**src/rtl/ram_rdr_pkg.sv**
```systemverilog
// Shared types and sizing helpers for the RAM burst reader.
// Optional feature macro used by this slice: RAM_RDR_PERF_EN (see ram_burst_reader).
package ram_rdr_pkg;

   typedef enum logic {
      IDLE = 1'b0,
      RUN  = 1'b1
   } rdr_state_t;

   typedef struct packed {
      logic last;
   } rdr_tag_t;

   // Width needed to hold an occupancy count of 0..depth inclusive.
   function automatic int cnt_w(input int depth);
      return $clog2(depth + 1);
   endfunction

endpackage

```
**src/rtl/ram_rdr_chk.sv**
```systemverilog
// Simulation checker for the burst reader: the credit scheme must never push into a full FIFO.
module ram_rdr_chk (
   input logic clk,
   input logic rst_n,
   input logic push,
   input logic full
);

   a_no_overflow: assert property (@(posedge clk) disable iff (!rst_n) !(push && full))
      else $error("ram_rdr_chk: push into full return FIFO");

endmodule

```
**src/rtl/ram_rdr_fifo.sv**
```systemverilog
// Return FIFO for the burst reader: DEPTH x W entries, head visible combinationally,
// occupancy count exported for credit accounting.
module ram_rdr_fifo
   import ram_rdr_pkg::*;
#(
   parameter int W     = 17,
   parameter int DEPTH = 4,
   localparam int CW   = cnt_w(DEPTH)
) (
   input  logic          clk,
   input  logic          rst_n,
   input  logic          push,
   input  logic [W-1:0]  wdata,
   input  logic          pop,
   output logic [W-1:0]  rdata,
   output logic [CW-1:0] count,
   output logic          empty,
   output logic          full
);

   localparam int PW = $clog2(DEPTH);

   logic [W-1:0]  mem_q [DEPTH];
   logic [W-1:0]  mem_d [DEPTH];
   logic [PW-1:0] wr_ptr_q, wr_ptr_d;
   logic [PW-1:0] rd_ptr_q, rd_ptr_d;
   logic [CW-1:0] cnt_q, cnt_d;

   // Pointer, storage and occupancy next-state; pointers wrap naturally (DEPTH is a power of two).
   always_comb begin
      mem_d    = mem_q;
      wr_ptr_d = wr_ptr_q;
      rd_ptr_d = rd_ptr_q;
      if (push) begin
         mem_d[wr_ptr_q] = wdata;
         wr_ptr_d        = wr_ptr_q + PW'(1);
      end else begin
         wr_ptr_d = wr_ptr_q;
      end
      if (pop) begin
         rd_ptr_d = rd_ptr_q + PW'(1);
      end else begin
         rd_ptr_d = rd_ptr_q;
      end
      cnt_d = cnt_q + CW'(push) - CW'(pop);
   end

   // FIFO state registers.
   always_ff @(posedge clk or negedge rst_n) begin
      if (!rst_n) begin
         for (int i = 0; i < DEPTH; i++) begin
            mem_q[i] <= '0;
         end
         wr_ptr_q <= '0;
         rd_ptr_q <= '0;
         cnt_q    <= '0;
      end else begin
         mem_q    <= mem_d;
         wr_ptr_q <= wr_ptr_d;
         rd_ptr_q <= rd_ptr_d;
         cnt_q    <= cnt_d;
      end
   end

   assign rdata = mem_q[rd_ptr_q];
   assign count = cnt_q;
   assign empty = (cnt_q == CW'(0));
   assign full  = (cnt_q == CW'(DEPTH));

endmodule

```
**src/rtl/ram_burst_reader.sv**
```systemverilog
// Burst read sequencer: credit-based RAM read issue and fixed-latency retiming into a stream.
// Define RAM_RDR_PERF_EN to add the saturating stall_cnt output.
module ram_burst_reader
   import ram_rdr_pkg::*;
#(
   parameter int AW    = 10,
   parameter int DW    = 16,
   parameter int LAT   = 2,
   parameter int DEPTH = 4
) (
   input  logic          clk,
   input  logic          rst_n,
   input  logic          cmd_valid,
   output logic          cmd_ready,
   input  logic [AW-1:0] cmd_addr,
   input  logic [AW-1:0] cmd_len_m1,
   output logic          ram_en,
   output logic [AW-1:0] ram_addr,
   input  logic [DW-1:0] ram_rdata,
   output logic          dout_valid,
   input  logic          dout_ready,
   output logic [DW-1:0] dout_data,
   output logic          dout_last,
   output logic          busy
`ifdef RAM_RDR_PERF_EN
   ,
   output logic [31:0]   stall_cnt
`endif
);

   localparam int CW = cnt_w(DEPTH);
   localparam int SW = CW + 2;
   localparam int TW = $bits(rdr_tag_t);

   if (((DEPTH & (DEPTH - 1)) != 0) || (DEPTH < LAT + 1) || (LAT < 1)) begin : g_bad_cfg
      $error("ram_burst_reader: DEPTH must be a power of two and >= LAT+1, LAT >= 1");
   end

   rdr_state_t          state_q, state_d;
   logic [AW-1:0]       addr_q, addr_d;
   logic [AW-1:0]       rem_q, rem_d;
   logic                cmd_ready_q, cmd_ready_d;
   logic [LAT-1:0]      infl_v_q, infl_v_d;
   rdr_tag_t [LAT-1:0]  infl_t_q, infl_t_d;

   logic [CW-1:0]       fifo_cnt;
   logic                fifo_empty, fifo_full;
   logic                push, pop, issue;
   logic [SW-1:0]       infl_cnt, credit_use;
   rdr_tag_t            head_tag;

   assign pop  = !fifo_empty && dout_ready;
   assign push = infl_v_q[LAT-1];

   // Credit: words already owed to the FIFO (stored + in the RAM pipe) minus this cycle's pop.
   always_comb begin
      infl_cnt = '0;
      for (int i = 0; i < LAT; i++) begin
         infl_cnt = infl_cnt + SW'(infl_v_q[i]);
      end
      credit_use = SW'(fifo_cnt) + infl_cnt - SW'(pop);
      issue      = (state_q == RUN) && (credit_use < SW'(DEPTH));
   end

   // Sequencer next-state and inflight tag pipeline.
   always_comb begin
      state_d = state_q;
      addr_d  = addr_q;
      rem_d   = rem_q;
      case (state_q)
         IDLE: begin
            if (cmd_valid && cmd_ready_q) begin
               state_d = RUN;
               addr_d  = cmd_addr;
               rem_d   = cmd_len_m1;
            end else begin
               state_d = IDLE;
            end
         end
         RUN: begin
            if (issue) begin
               addr_d = addr_q + AW'(1);
               rem_d  = rem_q - AW'(1);
               if (rem_q == AW'(0)) begin
                  state_d = IDLE;
               end else begin
                  state_d = RUN;
               end
            end else begin
               state_d = RUN;
            end
         end
         default: state_d = IDLE;
      endcase
      cmd_ready_d = (state_d == IDLE);

      infl_v_d         = infl_v_q;
      infl_t_d         = infl_t_q;
      infl_v_d[0]      = issue;
      infl_t_d[0].last = (rem_q == AW'(0));
      for (int i = 1; i < LAT; i++) begin
         infl_v_d[i] = infl_v_q[i-1];
         infl_t_d[i] = infl_t_q[i-1];
      end
   end

   // Sequencer registers.
   always_ff @(posedge clk or negedge rst_n) begin
      if (!rst_n) begin
         state_q     <= IDLE;
         addr_q      <= '0;
         rem_q       <= '0;
         cmd_ready_q <= 1'b0;
         infl_v_q    <= '0;
         infl_t_q    <= '0;
      end else begin
         state_q     <= state_d;
         addr_q      <= addr_d;
         rem_q       <= rem_d;
         cmd_ready_q <= cmd_ready_d;
         infl_v_q    <= infl_v_d;
         infl_t_q    <= infl_t_d;
      end
   end

   ram_rdr_fifo #(
      .W     (DW + TW),
      .DEPTH (DEPTH)
   ) u_fifo (
      .clk   (clk),
      .rst_n (rst_n),
      .push  (push),
      .wdata ({ram_rdata, infl_t_q[LAT-1]}),
      .pop   (pop),
      .rdata ({dout_data, head_tag}),
      .count (fifo_cnt),
      .empty (fifo_empty),
      .full  (fifo_full)
   );

   ram_rdr_chk u_chk (
      .clk   (clk),
      .rst_n (rst_n),
      .push  (push),
      .full  (fifo_full)
   );

   assign cmd_ready  = cmd_ready_q;
   assign ram_en     = issue;
   assign ram_addr   = addr_q;
   assign dout_valid = !fifo_empty;
   assign dout_last  = head_tag.last;
   assign busy       = (state_q == RUN) || (|infl_v_q) || !fifo_empty;

`ifdef RAM_RDR_PERF_EN
   logic [31:0] stall_q, stall_d;

   // Saturating count of cycles where the consumer holds off valid data.
   always_comb begin
      if (dout_valid && !dout_ready && (stall_q != 32'hFFFF_FFFF)) begin
         stall_d = stall_q + 32'd1;
      end else begin
         stall_d = stall_q;
      end
   end

   // Stall counter register; cleared only by reset.
   always_ff @(posedge clk or negedge rst_n) begin
      if (!rst_n) begin
         stall_q <= 32'd0;
      end else begin
         stall_q <= stall_d;
      end
   end

   assign stall_cnt = stall_q;
`endif

endmodule

```
**config.mk**
```make
export PLATFORM = sky130hd
export DESIGN_NAME = ram_burst_reader
export DESIGN_NICKNAME = d
export VERILOG_FILES = /design/src/rtl/ram_rdr_pkg.sv /design/src/rtl/ram_rdr_chk.sv /design/src/rtl/ram_rdr_fifo.sv /design/src/rtl/ram_burst_reader.sv
export SDC_FILE = /design/constraint.sdc
export NUM_CORES = 1
export LEC_CHECK = 0
export CORE_MARGIN = 3
export CORE_UTILIZATION = 55
export DETAILED_ROUTE_END_ITERATION = 10
export PLACE_DENSITY = 0.8
export SYNTH_ARGS = -nofsm -noshare
export SYNTH_HDL_FRONTEND = slang
export SYNTH_HIERARCHICAL = 1
export SYNTH_SLANG_ARGS = --single-unit
```
**constraint.sdc**
```tcl
create_clock -name clk -period 2.8 [get_ports clk]
set_input_delay 0.56 -clock clk [delete_from_list [all_inputs] [get_ports clk]]
set_output_delay 0.56 -clock clk [all_outputs]
set_load 0.03 [all_outputs]
```
======== Yosys cells after proc, flatten, opt, wreduce, memory -nomap -nowiden ========
Cells that the tools add are included.
storage, ports and cells
  flip-flop bits (word level) ............. 101
  input port bits ......................... 40
  output and inout port bits .............. 31
operators by class
  $add $sub $neg .......................... 9
  order comparisons ....................... 4
  equality and inequality tests ........... 2
  mux-type cells .......................... 16
  bitwise gates (word level) .............. 4
  reduce and logical (&&, ||, !) cells .... 11
operators by type and width
  kind                                                                           count
  68-bit bitwise mux                                                             1
  17-bit 2-to-1 mux                                                              3
  10-bit 2-to-1 mux                                                              4
  10-bit one-hot mux with 2 select lines                                         2
  17-bit binary-select mux with 2-bit select                                     1
  17-bit demux with 2-bit select                                                 1
  10-bit by 1-bit adder with 10-bit output (second input constant)               1
  10-bit logical NOT                                                             1
  10-bit by 1-bit subtractor with 10-bit output (second input constant)          1
  3-bit >= comparator (second input constant)                                    2
  2-bit inverter with 3-bit output                                               2
  5-bit by 3-bit less-than comparator with 1-bit output (second input constant)  1
  4-bit by 1-bit subtractor with 5-bit output                                    1
  2-bit by 1-bit adder with 2-bit output (second input constant)                 2
  3-bit by 2-bit adder with 4-bit output                                         1
  1-bit logical AND                                                              4
  2-bit != test (second input constant)                                          2
  3-bit by 1-bit adder with 3-bit output                                         1
  3-bit logical NOT                                                              1
  3-bit by 1-bit less-than comparator with 1-bit output (second input constant)  1
  1-bit 2-to-1 mux                                                               3
  3-bit by 1-bit subtractor with 3-bit output                                    1
  1-bit by 1-bit adder with 2-bit output                                         1
  1-bit logical OR                                                               2
  5 further kinds                                                                6

======== Logic depth before layout (Yosys ltp) ========
  depth in word-level cells ............... 9
  depth in mapped cells ................... 11
  mapped depth without buffers ............ 10

======== Hierarchy ========
Netlist, hierarchy kept.
by module, submodules not included
  module            instances  cells an instance  area each (um^2)
  ram_rdr_fifo      1          196                3534.6
  ram_burst_reader  1          173                1655.3

======== Worst setup path before layout ========
Ideal clock, no wire load.
  path kind ............................... reg2out
  from .................................... register u_fifo.cnt_q[1], in the netlist u_fifo/count[1]
  to ...................................... output ram_en
  arrival time ............................ 2.294 ns
  required time ........................... 2.240 ns
  setup slack ............................. -0.054 ns
  cell stages (with the launch flop) ...... 9
  path buffers ............................ 0
  cells stage by stage .................... dfrtp_1 nor3_1 nor2b_1 ha_1 inv_1 ha_1 a211oi_2 o211ai_2 a21oi_2
between the ends
  cells in the longest elaborated chain, start to end .. 6
  elaborated cells between the ends (all ways) .. 7
  those cells by class .................... 2 x add/sub; 1 x order compare; 4 x reduce/logical
RTL lines
  element                                                RTL line                RTL
  from (decl)                                            ram_rdr_fifo.sv:27      logic [CW-1:0] cnt_q, cnt_d;
  from (signal assigned)                                 ram_rdr_fifo.sv:61      cnt_q <= cnt_d;
  3-bit logical NOT                                      ram_rdr_fifo.sv:67      assign empty = (cnt_q == CW'(0));
  via fifo_empty                                         ram_burst_reader.sv:47  logic fifo_empty, fifo_full;
  1-bit logical NOT                                      ram_burst_reader.sv:52  assign pop = !fifo_empty && dout_ready;
  1-bit logical AND                                      ram_burst_reader.sv:52
  via pop                                                ram_burst_reader.sv:48  logic push, pop, issue;
  4-bit by 1-bit subtractor with 5-bit output            ram_burst_reader.sv:61  credit_use = SW'(fifo_cnt) + infl_cnt - SW'(pop);
  5-bit by 3-bit less-than comparator with 1-bit output  ram_burst_reader.sv:62  issue = (state_q == RUN) && (credit_use < SW'(DEPTH));
  1-bit logical AND                                      ram_burst_reader.sv:62
  to (decl)                                              ram_burst_reader.sv:17  output logic ram_en,
The timed path passes the listed nets, and every way through them passes these cells.

======== Final worst setup path ========
Same ends and word-level chain as after synthesis.

==> flow_results.org <==
** STA
- Worst rel slew slack :: 52.1%
- Minimum clock period after layout :: 3040 ps
- Unrepaired setup endpoints after global routing :: yes
- In the post-route analysis, the smallest setup slack over all paths is -237 ps.
- Final hold analysis gives a worst-case slack of 256 ps.
- For the pin with the worst max-slew slack, the measured transition is 718 ps.
- Post-route clock skew :: 8.19 ps
- Based on the critical path, the design can be clocked at up to 0.329 GHz.
- Setup violations remaining at the end of the flow were counted as 1.
- The final number of max-transition violations was 0.
- Post-route clock period utilization :: 108%
- The final count of hold timing violations was 0.

** Power and ir drop
- Net switching is 38.4% of the power.
- In this run, the combinational gates consume 55.1% of the power.
- Static Leak :: 2.91 nW
- Overall power consumption after layout is estimated at 8.09 mW.
- Proportion of power drawn by flip-flops and latches :: 32.1%
- Pint :: 4.99 mW
- In this run the power density over the cells is 1270 mW/mm2.
- The clock network burns 12.8% of the power.
- Across the VDD grid, the largest voltage drop is 0.000647 V.
- Net switching power :: 3.10 mW

** Die
- Number of rows in the core area :: 34
- The die covers 0.0106 mm2.
- In this run the horizontal extent of the chip is 103 um.
- Overall die height :: 103 um
- Once the floorplan was initialized, standard cells occupied 58.0% of the core.
- Core Box Area :: 0.00893 mm2
- Total I/O pin count :: 71

** Routing
- Violation count after the first detailed-routing iteration :: 104
- Summed over all layers, the routed wires come to 10500 um.
- Once detail routing completed, the nets flagged for antenna violations numbered 0.
- Post-DR wirelength/cell :: 18.5 um
- Vias/cell :: 5.94
- Overall via count from detail_route :: 3361
- Number of design rule violations left after detail routing :: 0
- Router iterations before antenna repair :: 4

** Global route
- For this run, the total global-route usage over all layers was measured as 21.3%.
- Via count of the first global-routing pass :: 3580
- Entering global routing, the biggest net connects 57 pins.
- The number of antenna violations at the first check in global routing was 0.
- First-pass GRT wire length :: 17600 um
- After global routing the overflow that remains totals 0.

** Synth
- In the synthesized netlist, the number of instances is 368.
- When the netlist entered floorplanning its net count stood at 423.
- Netlist area before placement :: 0.00518 mm2
- Synthesized area per cell :: 14.1 um2
- Yosys warns :: 6

** Cells and area
- Cells with a size suffix above 1 make up 29.5% of the layout.
- Compared with the post-synthesis result, the final layout area differs by 22.8%.
- Final net count :: 508
- Number of diodes :: 0
- Final design area excluding fillers :: 0.00636 mm2
- Once layout is complete, the utilization of the core stands at 71.2%.

** Job
- Across the run, the number of max-cap violations was 0.

** Worst setup path
- Crit path kind :: register to output pin
- Walking the worst path, the cells encountered are nor3_4 -> nor2b_4 -> ha_4 -> inv_2 -> ha_4 -> a211oi_4 -> or3_4 -> a21oi_4 -> buf_6.
- Data arrival, critical path :: 2480 ps
- Critical path capture point type :: output pin
- Of all nets on the critical path, the largest fanout is 3.
- Slowest stage cell on the critical path :: dfrtp_1
- Setup crit start kind :: register
- By instance count, the cell type seen most on the critical path is ha_4.
- Data required time at the worst endpoint :: 2240 ps
- On the worst path, the slowest cell contributes a delay of 430 ps.
- The kind of cell with the highest combined delay along the critical path is simple AND/OR/NAND/NOR gates.
- Number of buffer and inverter instances along the worst setup path :: 2
- The worst register-to-register path has a setup slack of 130 ps.

** Placed design
- Routability-driven placement finished with a final weighted congestion of 0.893.
- Pre-CTS setup slack :: -369 ps
- Placed Instance Area :: 0.00603 mm2
- The wire-length estimate of the detail-placed layout is 6890 um.
- In this run the tool buffered the top-level ports with 70 buffer cells.

** Clocking
- Clock latency on the worst-skew pair :: 360 ps
- Buffers inserted during clock tree synthesis total 9.
- The clock passes through at most 2 buffers.
- After clock tree synthesis, the clock-pin slew on the worst setup and hold paths is 100 ps.
- Clock tree root buffer cell :: clkbuf_8
- In this run the number of H-tree levels came out at 3.
- TritonCTS built the clock tree.
- Sink count of the clock tree :: 101

** Min path
- The path class of the tightest hold or removal check is primary input to asynchronous set/reset pin.

** Status
- Violations in the final reports :: negative setup slack
- The flow ran to the end, but the final reports show violations.
## state kept, by name, summed over array words and instances, names as in the netlist
| register | count |
|---|---|
| infl_t_q | 1 |
| u_fifo/count | 3 |
| rem_q | 10 |
| ram_addr | 10 |
| infl_v_q | 2 |
| cmd_ready | 1 |
| state_q | 1 |
| u_fifo/mem_q | 68 |
| infl_t_d | 1 |
| u_fifo/wr_ptr_q | 2 |
| u_fifo/rd_ptr_q | 2 |
## cells in the final DEF, fill, tap and decap left out, types with 3 or more instances in the layout
cell               n
dfrtp_1          101
clkdlybuf4s50_1   61
mux2_4            40
mux2_2            28
buf_4             19
inv_1             18
nor2_1            14
a21oi_1           13
ha_1              12
nand2_1           10
clkbuf_8          10
mux4_1             9
mux4_2             8
a41oi_1            7
o21ai_1            6
nor3_1             5
nand3_1            5
o21ai_0            5
a211oi_1           5
dlymetal6s2s_1     4
nand2_4            4
o221ai_1           3
and4_1             3
or3_1              3
o32a_1             3
a32oi_1            3
mux2i_1            3
dlygate4sd2_1      3
buf_12             3
xnor2_1            3
## per-stage QoR
| stage | TNS (ps) | cells |
|---|---|---|
| floorplan | 0 | 368 |
| global placement | -4060 | 543 |
| detailed placement | -5150 | 543 |
| CTS | -262 | 563 |
| global route | -355 | 566 |
| finish | -237 | 566 |
## per-layer routing
layer  track usage [%]  routed length (um)
met5                 0                   0
met3              4.13                 496
met4              5.88                 146
met2              35.1                5170
met1              29.0                4650
## repair_timing
action,in CTS,in global routing
hold buffers,0,0
gates resized for setup,8,8
pin swaps,7,4
endpoints found under the setup margin,2,23
setup buffers,4,3
## worst paths after layout
path / end / from / cells past startpoint
max: ram_en / u_fifo/count[1] / 9
min: u_fifo/count[2] / rst_n / 1
max reg2reg: ram_addr[9] / u_fifo/count[1] / 11
min reg2reg: infl_t_q[1] / infl_t_d[1] / 0
max in group asynchronous: u_fifo/mem_q[37] / rst_n / 2
min in group clk: infl_t_q[1] / infl_t_d[1] / 0
## power groups by stage
stage / clock [mW] / sequential, mW / combinational (mW)
after CTS: 1.06 / 2.58 / 4.43
after floorplan: 0 / 2.58 / 3.06
after global routing: 1.12 / 2.69 / 4.79
final: 1.04 / 2.60 / 4.46
after global placement: 0 / 2.55 / 4.24
after detailed placement: 0 / 2.59 / 4.35
## layout make-up
class                           count  area (um2)
Fill cell                         601        2570
Sequential cell                   101        2530
Multi-Input combinational cell    231        2500
Timing Repair Buffer               91         901
Clock buffer                       11         141
Tap cell                          108         135
Clock inverter                      5        82.6
Inverter                           19        71.3
Power figures use the tool's default switching activity.
